## src/rtl/swap_pkg.sv

```systemverilog
// Shared state encoding and default widths for the register-file swap sequencer.
package swap_pkg;

  localparam int unsigned SWAP_ADDR_WIDTH = 7;
  localparam int unsigned SWAP_DATA_WIDTH = 8;
  localparam int unsigned SWAP_CNT_WIDTH  = 16;

  typedef enum logic [2:0] {
    ST_IDLE = 3'd0,
    ST_RD_A = 3'd1,
    ST_RD_B = 3'd2,
    ST_WR_A = 3'd3,
    ST_WR_B = 3'd4,
    ST_DONE = 3'd5
  } swap_state_e;

endpackage

```

## src/rtl/swap_ctrl.sv

```systemverilog
// Exchanges two register-file entries: read A, read B, write B's value to A, then A's value to B.
// All outputs are decoded from registered state, so nothing on start/addr_* reaches an output combinationally.
module swap_ctrl
  import swap_pkg::*;
#(
  parameter int unsigned ADDR_WIDTH = SWAP_ADDR_WIDTH,
  parameter int unsigned DATA_WIDTH = SWAP_DATA_WIDTH,
  parameter int unsigned CNT_WIDTH  = SWAP_CNT_WIDTH
) (
  input  logic                  clk,
  input  logic                  rst_n,
  input  logic                  start,
  input  logic [ADDR_WIDTH-1:0] addr_a,
  input  logic [ADDR_WIDTH-1:0] addr_b,
  output logic                  ready,
  output logic                  done,
  output logic                  mem_we,
  output logic [ADDR_WIDTH-1:0] mem_addr_w,
  output logic [DATA_WIDTH-1:0] mem_data_w,
  output logic [ADDR_WIDTH-1:0] mem_addr_r,
  input  logic [DATA_WIDTH-1:0] mem_data_r,
  output logic [CNT_WIDTH-1:0]  swap_count,
  output logic [2:0]            dbg_state
);

  // Handshake: a request is taken on a rising edge where start && ready;
  // ready is high only in IDLE, so start while busy is simply dropped.

  swap_state_e           state_q;
  logic [ADDR_WIDTH-1:0] a_q;
  logic [ADDR_WIDTH-1:0] b_q;
  logic [DATA_WIDTH-1:0] tmp_a_q;
  logic [DATA_WIDTH-1:0] tmp_b_q;
  logic [CNT_WIDTH-1:0]  cnt_q;
  logic [CNT_WIDTH-1:0]  cnt_d;

  // Saturating count: holds at all-ones instead of wrapping.
  assign cnt_d = (&cnt_q) ? cnt_q : cnt_q + CNT_WIDTH'(1);

  always_ff @(posedge clk or negedge rst_n) begin
    if (!rst_n) begin
      state_q <= ST_IDLE;
      a_q     <= '0;
      b_q     <= '0;
      tmp_a_q <= '0;
      tmp_b_q <= '0;
      cnt_q   <= '0;
    end else begin
      case (state_q)
        ST_IDLE: begin
          if (start) begin
            a_q     <= addr_a;
            b_q     <= addr_b;
            state_q <= (addr_a == addr_b) ? ST_DONE : ST_RD_A;
          end
        end
        ST_RD_A: begin
          tmp_a_q <= mem_data_r;
          state_q <= ST_RD_B;
        end
        ST_RD_B: begin
          tmp_b_q <= mem_data_r;
          state_q <= ST_WR_A;
        end
        ST_WR_A: state_q <= ST_WR_B;
        ST_WR_B: state_q <= ST_DONE;
        ST_DONE: begin
          cnt_q   <= cnt_d;
          state_q <= ST_IDLE;
        end
        default: state_q <= ST_IDLE;
      endcase
    end
  end

  always_comb begin
    ready      = (state_q == ST_IDLE);
    done       = (state_q == ST_DONE);
    mem_we     = 1'b0;
    mem_addr_r = '0;
    mem_addr_w = '0;
    mem_data_w = '0;
    case (state_q)
      ST_RD_A: mem_addr_r = a_q;
      ST_RD_B: mem_addr_r = b_q;
      ST_WR_A: begin
        mem_we     = 1'b1;
        mem_addr_w = a_q;
        mem_data_w = tmp_b_q;
      end
      ST_WR_B: begin
        mem_we     = 1'b1;
        mem_addr_w = b_q;
        mem_data_w = tmp_a_q;
      end
      default: ;
    endcase
  end

  assign swap_count = cnt_q;
  assign dbg_state  = state_q;

endmodule

```

## config.mk

```make
export PLATFORM = sky130hd
export DESIGN_NAME = swap_ctrl
export DESIGN_NICKNAME = d
export VERILOG_FILES = /design/src/rtl/swap_pkg.sv /design/src/rtl/swap_ctrl.sv
export SDC_FILE = /design/constraint.sdc
export NUM_CORES = 1
export LEC_CHECK = 0
export ABC_AREA = 1
export CAP_MARGIN = 30
export CELL_PAD_IN_SITES_DETAIL_PLACEMENT = 2
export CELL_PAD_IN_SITES_GLOBAL_PLACEMENT = 2
export CORE_ASPECT_RATIO = 0.9
export CORE_MARGIN = 4
export CORE_UTILIZATION = 27
export CTS_CLUSTER_DIAMETER = 60
export DETAILED_ROUTE_END_ITERATION = 8
export PLACE_DENSITY_LB_ADDON = 0.08
export SLEW_MARGIN = 0
export SYNTH_ARGS = -nofsm -noshare
export SYNTH_HDL_FRONTEND = slang
export SYNTH_SLANG_ARGS = --single-unit
```

## constraint.sdc

```tcl
create_clock -name clk -period 1.8 [get_ports clk]
set_input_delay 0.54 -clock clk [delete_from_list [all_inputs] [get_ports clk]]
set_output_delay 0.54 -clock clk [all_outputs]
set_load 0.005 [all_outputs]
```

==> summary.txt, run 1 <==
Global routing
  – Largest net degree at the start of global routing: 38
  – Busiest grt layer: met2
  – Initial antenna violation count: 0
  – First-pass GRT wire length: 16400 µm
  – GR Overflow Total: 0
  – M2 GR Usage: 34.0%
  – Met3 GRT Util: 2.66%
  – Met1 Usage GRT: 21.2%
  – GRT Util Overall: 17.7%
  – Vias in the first global route: 3214

Detailed routing
  – First-pass detailed-route iteration total: 4
  – DRC: 0
  – Post-route ant nets: 0
  – Initial drt markers: 72
  – Via Count: 2851
  – DR vias/cell: 4.70
  – Drt wl/cell: 16.6 µm
  – DRT Wirelength: 10100 µm

Placement
  – Routability cong.: 0.777
  – Port Buffers: 68
  – Inst Count DP: 569
  – Post-place setup slack: -0.347 ns
  – DP HPWL: 6740 µm

Timing
  – Final setup violation count: 26
  – Tmin final: 2.00 ns
  – Slew HR: 77.2%
  – RSZ-0062 raised after global routing: yes
  – Min setup slack post-route: -0.199 ns
  – Worst-Margin Slew: 0.342 ns
  – Max frequency: 0.500 GHz
  – Hold Violations, Final: 0
  – Period utilization: 111%
  – Skew final: 0.0117 ns
  – Max-slew violations: 0
  – Setup TNS: -3.68 ns

Critical path
  – Startpoint types: register
  – R2r startpoint: dbg_state[1]$_DFFE_PN0P_
  – Crit path DAT: 1.46 ns
  – CP startpoint: dbg_state[1]$_DFFE_PN0P_
  – Critical path fanouts, max: 8
  – Crit path kind: register to primary output
  – Worst Path Required: 1.26 ns
  – Crit path capture type: primary output

Cells and area
  – Most common cell after layout, fill and taps aside: nand2_1
  – Most frequent cells in the layout: nand2_1 (112), inv_1 (57), buf_4 (40), dfrtp_1 (37), clkdlybuf4s50_1 (37)
  – Antenna cell count: 0
  – Final net count: 509
  – Share of layout cells above drive strength 1: 30.0%
  – Layout area overhead: 56.0%
  – Final std cells w/o fill: 606
  – Fillers: 1103

Logic synthesis
  – Synthesized area: 2640 µm²
  – Ys flop type: dfrtp_1
  – Post-Syn Nets: 387
  – Number of enable flip-flop cells after synthesis: 0
  – Fraction of synthesis flops using an asynchronous set or reset pin: 100%
  – Sequential fraction of the synthesis area: 46.4%
  – Mapped Cells: 361
  – Post-synth cell types: 22
  – Yosys Warn Count: 0
  – Avg Inst Size Synth: 7.31 µm²
  – Synthesis-stage register bit count: 49

CTS
  – Latest clock arrival within the worst-skew pair: 0.31 ns
  – H-tree depth: 2
  – Clk sinks: 49
  – CTS tree: built
  – Clk buf depth: 2
  – CTS root buf: clkbuf_8
  – Hold_buf cts: 0
  – TritonCTS buffer count: 5
  – Reg clk slew, reported paths: 0.10 ns

Min path
  – Worst hold path type: input port to asynchronous set/reset pin

Flow run
  – Max-cap violations: 0

Status
  – Status: finished, violations left
  – Failing checks: negative setup slack

Die
  – Die Y: 102 µm
  – Die area: 11400 µm²
  – Io pins: 69
  – Core area: 9330 µm²
  – Die Span X: 112 µm
  – Initial Util: 28.3%
  – Row cnt: 33

Pwr
  – Power Density: 1390 nW/µm²
  – Worst VDD drop: 0.588 mV
  – LEAKAGE: 2.01 nW
Yosys cell counts, types with 2 or more instances:
cell type	count	area (µm²)
nand3_1	18	90.1
o21ai_0	42	210
xnor2_1	8	70.1
buf_6	2	22.5
o22ai_1	14	87.6
clkbuf_1	5	18.8
nand4_1	4	25.0
dfrtp_1	49	1230
nand2_2	3	18.8
nor2_1	24	90.1
inv_2	2	7.51
buf_2	3	15.0
a21oi_1	5	25.0
nand2_1	115	432
inv_1	60	225
layer usage:
metal	vias to the layer above	part of all wire, %
met4	0	0.76
li1	1373	-
met1	1427	42
met5	-	0
met2	45	54
met3	6	3.2
report_power, final:
group | switching (W) | total, W | internal, W
combinational | 0.00176 | 0.00329 | 0.00153
sequential | 0.000261 | 0.00176 | 0.00150
clock | 0.000391 | 0.000662 | 0.000271
total | 0.00241 | 0.00571 | 0.00330
registers in the layout, indices dropped and copies added (netlist names):
register    flops
a_q             7
b_q             7
swap_count     16
dbg_state       3
tmp_b_q         8
tmp_a_q         8
layout make-up:
cell class | count | area [µm²] | area share [%]
flip-flops and latches | 49 | 1240 | 30.1
well taps | 122 | 153 | 3.71
inverters | 63 | 241 | 5.86
repair buffers | 125 | 1070 | 26.0
multi-input cells | 239 | 1330 | 32.3
clock inverters | 2 | 10.0 | 0.243
clock buffers | 6 | 72.6 | 1.76
metrics by stage:
stage	instance area (µm²)	power, W	utilization, %	hold WS (ns)
2_1_floorplan	2640	0.00287	-	0.244
6_report	4120	0.00571	44.1	0.112
5_1_grt	4120	0.00620	44.1	0.126
4_1_cts	3980	0.00539	42.7	0.122
3_5_place_dp	3650	0.00437	39.1	0.467
3_3_place_gp	3650	0.00427	39.1	0.468
final timing paths:
path	endpoint	slack [ns]	cells after the start
setup / recovery	mem_data_w[3]	-0.20	7
hold / removal	swap_count[0]$_DFFE_PN0P_	0.11	1
setup reg to reg	tmp_a_q[0]$_DFFE_PN0N_	0.12	9
hold reg to reg	b_q[2]$_DFFE_PN0P_	0.50	2
max in group asynchronous	swap_count[10]$_DFFE_PN0P_	1.15	2
min in group clk	b_q[2]$_DFFE_PN0P_	0.50	2
logic make-up (layout without fill, tap and decap cells):
| group | after synthesis | in the layout | synth area share (%) |
|---|---|---|---|
| compound gates | 62 | 62 | 12.8 |
| xor+xnor | 8 | 8 | 2.65 |
| fa+ha+maj | 1 | 1 | 0.474 |
| buf+inv | 73 | 196 | 11.1 |
| flops | 49 | 49 | 46.4 |
| simple gates | 168 | 168 | 26.5 |
critical path: stages (launching register included):
cell	delay (ns)
dfrtp_1	0.44
inv_2	0.13
nand2_4	0.06
inv_4	0.07
buf_8	0.14
nand3_1	0.08
o21ai_1	0.09
buf_2	0.13
timing repair:
item	CTS	global route
gates resized for setup	161	25
buffers inserted	26	4
endpoints found under the setup margin	44	27
pin swaps	1	2
Power figures use the tool's default switching activity.
==> run 2, diff against run 1 <==
ABC_AREA = default   (was 1)
CORE_MARGIN = 2   (was 4)
CORE_UTILIZATION = 31   (was 27)
HOLD_SLACK_MARGIN = 0.05   (was default)
==> run 2 against run 1 <==
  * The run still ends with negative setup slack left
  * Final cell count shrank 29%
  * Wire length up 7.9%
  * Final area decreased by 2.7%
  * Worst hold slack gained 0.087 ns
  * Via count fell by 22%
  * Synthesized cell count is 46% lower
  * First-iteration DRC count decreased by 15%
  * Critical endpoint is now mem_addr_r[5]
  * Highest routed layer unchanged
==> summary.txt, run 2 <==
CTS
  – Clk buf depth: 2 (unchanged)
  – CTS tree: built (unchanged)
  – Hold_buf cts: 0 (unchanged)
  – Reg clk slew, reported paths: 0.10 ns (about the same)
  – Clk sinks: 49 (unchanged)
  – CTS root buf: clkbuf_8 (unchanged)
  – TritonCTS buffer count: 5 (unchanged)
  – Latest clock arrival within the worst-skew pair: 0.31 ns (about the same)
  – H-tree depth: 2 (unchanged)

Global routing
  – Met3 GRT Util: 3.52% (was 2.66%)
  – M2 GR Usage: 36.3% (was 34.0%)
  – Met1 Usage GRT: 26.5% (was 21.2%)
  – Busiest grt layer: met2 (unchanged)
  – Initial antenna violation count: 0 (unchanged)
  – GR Overflow Total: 0 (unchanged)
  – First-pass GRT wire length: 13800 µm (was 16400 µm)
  – Largest net degree at the start of global routing: 50 (was 38)
  – Vias in the first global route: 2397 (was 3214)
  – GRT Util Overall: 20.6% (was 17.7%)

Die
  – Io pins: 69 (unchanged)
  – Row cnt: 30 (was 33)
  – Die area: 8740 µm² (was 11400 µm²)
  – Initial Util: 32.4% (was 28.3%)
  – Die Y: 88.9 µm (was 102 µm)
  – Die Span X: 98.4 µm (was 112 µm)
  – Core area: 7660 µm² (was 9330 µm²)

Logic synthesis
  – Synth area leader: dfrtp_1 (unchanged)
  – Mapped Cells: 195 (was 361)
  – Sequential fraction of the synthesis area: 49.4% (was 46.4%)
  – Synthesized area: 2480 µm² (was 2640 µm²)
  – Synth cell count leaders: dfrtp_1 (49), a22o_1 (22), mux2_2 (18) (was nand2_1 (115), inv_1 (60), dfrtp_1 (49))
  – Avg Inst Size Synth: 12.7 µm² (was 7.31 µm²)
  – Post-Syn Nets: 221 (was 387)
  – Ys flop type: dfrtp_1 (unchanged)
  – Synthesis-stage register bit count: 49 (unchanged)
  – Synth top area share: 49.4% (was 46.4%)
  – Yosys Warn Count: 0 (unchanged)
  – Post-synth cell types: 37 (was 22)
  – Synth top area cells: dfrtp_1 (49%), mux2_2 (8.2%), a22o_1 (7.8%) (was dfrtp_1 (46%), nand2_1 (16%), inv_1 (8.5%))
  – Fraction of synthesis flops using an asynchronous set or reset pin: 100% (unchanged)
  – Number of enable flip-flop cells after synthesis: 0 (unchanged)
  – Top-count cell post-synth: dfrtp_1 (was nand2_1)

Timing
  – Hold Violations, Final: 0 (unchanged)
  – Period utilization: 128% (was 111%)
  – Min setup slack post-route: -0.500 ns (was -0.199 ns)
  – RSZ-0062 raised after global routing: yes (unchanged)
  – Tmin final: 2.30 ns (was 2.00 ns)
  – Max frequency: 0.435 GHz (was 0.500 GHz)
  – Slew HR: 74.6% (was 77.2%)
  – Final setup violation count: 51 (was 26)
  – Skew final: 0.00637 ns (was 0.0117 ns)
  – Max-slew violations: 0 (unchanged)
  – Worst-Margin Slew: 0.379 ns (was 0.342 ns)

Critical path
  – Critical path fanouts, max: 3 (was 8)
  – R2r startpoint: dbg_state[2]$_DFFE_PN0P_ (was dbg_state[1]$_DFFE_PN0P_)
  – CP startpoint: dbg_state[2]$_DFFE_PN0P_ (was dbg_state[1]$_DFFE_PN0P_)
  – CP max-delay cell: dfrtp_2 (was dfrtp_1)
  – Most common cell on crit path: buf_6
  – Crit path cell chain: buf_12, nor3b_4, buf_6, buf_6, buf_6, a22o_1, buf_2 (was inv_2, nand2_4, inv_4, buf_8, nand3_1, o21ai_1, buf_2)
  – CP max stage delay: 0.46 ns (was 0.44 ns)
  – Crit path DAT: 1.76 ns (was 1.46 ns)
  – Crit path kind: register to primary output (unchanged)
  – CP bufs+invs: 5 (was 4)
  – Worst Path Required: 1.26 ns (about the same)
  – Startpoint types: register (unchanged)
  – Crit path capture type: primary output (unchanged)
  – Cell family with most CP delay: buffers and inverters (unchanged)

Cells and area
  – Fillers: 758 (was 1103)
  – Share of layout cells above drive strength 1: 51.2% (was 30.0%)
  – Layout area overhead: 61.4% (was 56.0%)
  – Core Util, Final: 52.3% (was 44.1%)
  – Most frequent cells in the layout: buf_4 (45), dfrtp_1 (41), clkdlybuf4s50_1 (36), buf_2 (25), buf_6 (24) (was nand2_1 (112), inv_1 (57), buf_4 (40), dfrtp_1 (37), clkdlybuf4s50_1 (37))
  – Max reg flops: 16 (unchanged)
  – Post-route cell area: 4010 µm² (was 4120 µm²)
  – Antenna cell count: 0 (unchanged)
  – Final net count: 359 (was 509)
  – Most common cell after layout, fill and taps aside: buf_4 (was nand2_1)

Detailed routing
  – DRC: 0 (unchanged)
  – Initial drt markers: 61 (was 72)
  – Post-route ant nets: 0 (unchanged)
  – DRT Wirelength: 10900 µm (was 10100 µm)
  – Drt wl/cell: 25.2 µm (was 16.6 µm)
  – Via Count: 2234 (was 2851)
  – First-pass detailed-route iteration total: 4 (unchanged)
  – DR vias/cell: 5.20 (was 4.70)

Flow run
  – Max-cap violations: 0 (unchanged)

Placement
  – Placed Area: 3430 µm² (was 3650 µm²)
  – DP HPWL: 5110 µm (was 6740 µm)
  – Routability cong.: 0.715 (was 0.777)
  – Post-place setup slack: -0.373 ns (was -0.347 ns)
  – Port Buffers: 68 (unchanged)

Status
  – Status: finished, violations left (unchanged)
  – Failing checks: negative setup slack (unchanged)

Min path
  – Worst hold path type: input port to asynchronous set/reset pin (unchanged)

Pwr
  – Power Density: 1530 nW/µm² (was 1390 nW/µm²)
  – LEAKAGE: 1.86 nW (was 2.01 nW)
  – Post-layout total power: 0.00615 W (was 0.00571 W)
  – Worst VDD drop: 0.635 mV (was 0.588 mV)
-- run 2: cell count changes after synthesis, moves of 12 or more --
cell / change
a22o_1: +22
inv_1: -57
mux2_1: +12
mux2_2: +18
nand2_1: -109
nand3_1: -14
nor2_1: -18
o21ai_0: -42
o22ai_1: -14
-- run 2: area by class of cell --
type	instances	area (µm²)	share of cell area (%)
timing repair buffer	140	1230	30.7
clock buffer	5	68.8	1.72
clock inverter	3	17.5	0.437
sequential	49	1240	30.8
multi-input combinational	133	1320	32.9
inverter	4	15.0	0.375
tap	96	120	3.00
-- run 2: stage by stage --
stage          hold slack [ns]  TNS (ns)  cells
6_report                 0.199    -14.34    430
5_1_grt                  0.218    -16.59    430
4_1_cts                  0.210     -8.67    417
3_5_place_dp             0.479     -9.36    375
3_3_place_gp             0.467     -8.33    375
2_1_floorplan            0.244         0    195
-- run 2: report_power, final --
group	switching [W]	leakage (nW)	internal, W
sequential	0.000383	0.597	0.00153
combinational	0.00148	1.21	0.00206
clock	0.000425	0.0439	0.000270
total	0.00229	1.86	0.00386
-- run 2: metal layers --
| metal | share of wire [%] | routed length [µm] | vias up |
|---|---|---|---|
| li1 | - | - | 994 |
| met4 | 2.8 | 303 | 0 |
| met2 | 51 | 5570 | 63 |
| met3 | 3.1 | 337 | 21 |
| met1 | 43 | 4640 | 1156 |
| met5 | 0 | 0 | - |
-- run 2: worst reg2reg max path: stages, from the launching register on --
cell and delay [ns]:
dfrtp_2 0.46, buf_4 0.15, buf_6 0.11, buf_4 0.14
buf_6 0.13, nor3_4 0.14, buf_4 0.13, and2_4 0.17
clkbuf_16 0.16, mux2_2 0.32
-- run 2: final timing paths --
path                                                  to  slack, ns  depth (start not counted)
worst max-delay path                       mem_addr_r[5]      -0.50                          7
worst min-delay path                  b_q[4]$_DFFE_PN0P_       0.20                          2
worst max register to register        b_q[2]$_DFFE_PN0P_      -0.22                          9
worst min register to register    tmp_b_q[3]$_DFFE_PN0N_       0.51                          1
max in group asynchronous       dbg_state[1]$_DFFE_PN0P_       1.35                          2
min in group clk                  tmp_b_q[3]$_DFFE_PN0N_       0.51                          1
-- run 2: kinds of logic after synthesis --
kind of cell	synth area share, %
xor gates and xnor gates	7.05
DFF	49.4
muxes	14.2
adders and majority gates	0.504
and+or+nand+nor	15.6
AOI/OAI and AO/OA	9.57
buffers and inverters	3.68
-- run 2: timing repair --
| item | 4_1_cts | 5_1_grt |
|---|---|---|
| gates resized for setup | 143 | 42 |
| endpoints found under the setup margin | 48 | 52 |
| pin swaps | 9 | 36 |
| gates cloned | 1 | 1 |
| buffers inserted | 34 | 18 |
| endpoints found under the hold margin | 0 | 0 |
==> run 3, diff against run 2 <==
CTS_CLUSTER_SIZE = 8   (was default)
clock period = 2.6 ns   (was 1.8 ns; I/O delays follow)
==> run 3 against run 2 <==
  * The run still ends with negative setup slack left
  * Setup slack better by 0.48 ns
  * Wire length down 35%
  * Utilization down 5.5 points
  * Via count down 14%
  * Critical path depth down 3
  * Non-clock buffer count down 48
  * Worst hold slack better by 0.25 ns
  * Largest cell class is now registers
  * Combinational power down 51%
==> summary.txt, run 3 (synthesis gave the netlist of run 2 again) <==
Status
  – Failing checks: negative setup slack (unchanged)
  – Status: finished, violations left (unchanged)

Detailed routing
  – Drt wl/cell: 18.4 µm (was 25.2 µm)
  – Initial drt markers: 40 (was 61)
  – DR vias/cell: 5.06 (was 5.20)
  – Via Count: 1932 (was 2234)
  – DRC: 0 (unchanged)
  – Post-route ant nets: 0 (unchanged)
  – DRT Wirelength: 7020 µm (was 10900 µm)
  – First-pass detailed-route iteration total: 4 (unchanged)

Pwr
  – Internal power: 0.00252 W (was 0.00386 W)
  – LEAKAGE: 1.74 nW (was 1.86 nW)
  – Net Sw Frac: 32.2% (was 37.2%)
  – Worst VDD drop: 0.397 mV (was 0.635 mV)
  – Seq pwr share: 35.5% (was 31.1%)
  – Power Density: 1030 nW/µm² (was 1530 nW/µm²)
  – Psw: 0.00119 W (was 0.00229 W)
  – Comb power frac: 47.1% (was 57.6%)
  – Clock power frac: 17.4% (was 11.3%)
  – Post-layout total power: 0.00371 W (was 0.00615 W)

Cells and area
  – Most common cell after layout, fill and taps aside: dfrtp_1 (was buf_4)
  – Layout area overhead: 44.5% (was 61.4%)
  – Final net count: 311 (was 359)
  – Share of layout cells above drive strength 1: 23.8% (was 51.2%)
  – Antenna cell count: 0 (unchanged)
  – Max reg flops: 16 (unchanged)
  – Most frequent cells in the layout: dfrtp_1 (46), clkdlybuf4s50_1 (45), a22o_1 (22), buf_4 (19), mux2_2 (18) (was buf_4 (45), dfrtp_1 (41), clkdlybuf4s50_1 (36), buf_2 (25), buf_6 (24))

Global routing
  – Initial antenna violation count: 0 (unchanged)
  – Vias in the first global route: 2109 (was 2397)
  – GRT Util Overall: 16.1% (was 20.6%)
  – Largest net degree at the start of global routing: 50 (unchanged)
  – First-pass GRT wire length: 11100 µm (was 13800 µm)
  – GR Overflow Total: 0 (unchanged)

Timing
  – Period utilization: 101%
  – Tmin final: 2.62 ns
  – Min setup slack post-route: -0.0239 ns (was -0.500 ns)
  – Worst-Margin Slew: 0.373 ns (was 0.379 ns)
  – Hold Violations, Final: 0 (unchanged)
  – Final hold slack: 0.448 ns (was 0.199 ns)
  – Max-slew violations: 0 (unchanged)
  – Final setup violation count: 1 (was 51)
  – Slew HR: 75.0% (was 74.6%)
  – RSZ-0062 raised after global routing: yes (unchanged)
  – Max frequency: 0.381 GHz
  – Skew final: 0.00937 ns (was 0.00637 ns)

CTS
  – Latest clock arrival within the worst-skew pair: 0.30 ns (was 0.31 ns)
  – H-tree depth: 2 (unchanged)
  – CTS tree: built (unchanged)
  – Clk buf depth: 2 (unchanged)
  – CTS root buf: clkbuf_8 (unchanged)
  – Clk sinks: 49 (unchanged)
  – TritonCTS buffer count: 5 (unchanged)
  – Reg clk slew, reported paths: 0.10 ns (about the same)

Placement
  – Port Buffers: 68 (unchanged)
  – DP HPWL: 4760 µm (was 5110 µm)
  – Routability cong.: 0.695 (was 0.715)

Critical path
  – Crit path capture type: primary output (unchanged)
  – Startpoint types: register (unchanged)
  – Crit path cell chain: nor3b_2, buf_6, a22o_1, clkdlybuf4s50_1 (was buf_12, nor3b_4, buf_6, buf_6, buf_6, a22o_1, buf_2)
  – CP bufs+invs: 2 (was 5)
  – Crit path kind: register to primary output (unchanged)
  – Critical path fanouts, max: 13 (was 3)
  – Worst Path Required: 1.82 ns (was 1.26 ns)
  – CP max stage delay: 0.50 ns (was 0.46 ns)
  – Crit path DAT: 1.84 ns (was 1.76 ns)
  – Cell family with most CP delay: buffers and inverters (unchanged)
  – CP max-delay cell: clkdlybuf4s50_1 (was dfrtp_2)
  – FF-to-FF setup slack: 0.78 ns (was -0.22 ns)

Die
  – Io pins: 69 (unchanged)
  – Die Y: 88.9 µm (unchanged)
  – Row cnt: 30 (unchanged)
  – Die area: 8740 µm² (unchanged)
  – Initial Util: 32.4% (unchanged)
  – Die Span X: 98.4 µm (unchanged)
  – Core area: 7660 µm² (unchanged)

Min path
  – Worst hold path type: input port to asynchronous set/reset pin (unchanged)

Flow run
  – Max-cap violations: 0 (unchanged)
==> run 3: what timing repair did <==
action                                  CTS  global route
hold buffers                              0             0
gates resized for setup                  15            13
buffers inserted                          5             8
endpoints found under the setup margin   23            14
pin swaps                                 7             3
==> run 3: cell type report <==
class / instances / area [µm²]
Inverter: 4 / 15.0
Fill cell: 778 / 4070
Timing Repair Buffer: 92 / 918
Tap cell: 96 / 120
Multi-Input combinational cell: 133 / 1170
Clock inverter: 3 / 65.1
Clock buffer: 5 / 68.8
Sequential cell: 49 / 1230
==> run 3: worst register-to-register path, cell delays in order (launching register included) <==
cell and delay, ns:
dfrtp_1 0.44, ha_1 0.35, nand4b_1 0.24, nor3_2 0.36
nand4_1 0.17, xnor2_1 0.15
==> run 3: final timing paths <==
path                                                start                    endpoint  cells after the start
worst max-delay path             dbg_state[2]$_DFFE_PN0P_               mem_data_w[6]                      4
worst min-delay path                                rst_n      tmp_b_q[4]$_DFFE_PN0N_                      2
worst max register to register  swap_count[0]$_DFFE_PN0P_  swap_count[14]$_DFFE_PN0P_                      5
worst min register to register     tmp_b_q[2]$_DFFE_PN0N_      tmp_b_q[2]$_DFFE_PN0N_                      1
max in group asynchronous                           rst_n    dbg_state[0]$_DFFE_PN0P_                      2
min in group clk                   tmp_b_q[2]$_DFFE_PN0N_      tmp_b_q[2]$_DFFE_PN0N_                      1
==> run 3: power by group through the flow <==
stage               sequential, W  clock [W]  combinational, W
CTS                       0.00131   0.000660           0.00169
finish                    0.00132   0.000645           0.00175
floorplan                 0.00123          0          0.000931
detailed placement        0.00133          0           0.00163
global placement          0.00131          0           0.00160
global route              0.00137   0.000691           0.00190
==> run 3: stage by stage <==
step / util, % / area (µm²) / setup WS, ns / setup TNS (ns) / instances
detailed placement: 43.2 / 3310 / 0.0346 / 0 / 361
finish: 46.9 / 3590 / -0.0239 / -0.0239 / 382
global route: 46.9 / 3590 / -0.0966 / -0.0966 / 382
floorplan: - / 2480 / 0.559 / 0 / 195
global placement: 43.2 / 3310 / 0.135 / 0 / 361
CTS: 45.6 / 3490 / -0.0656 / -0.344 / 374
==> run 3: layer usage <==
layer	GRT usage, %	wire (µm)	vias up
li1	-	-	897
met4	3.24	46	0
met5	0	0	-
met1	22.3	3280	994
met3	3.28	246	4
met2	26.5	3450	37
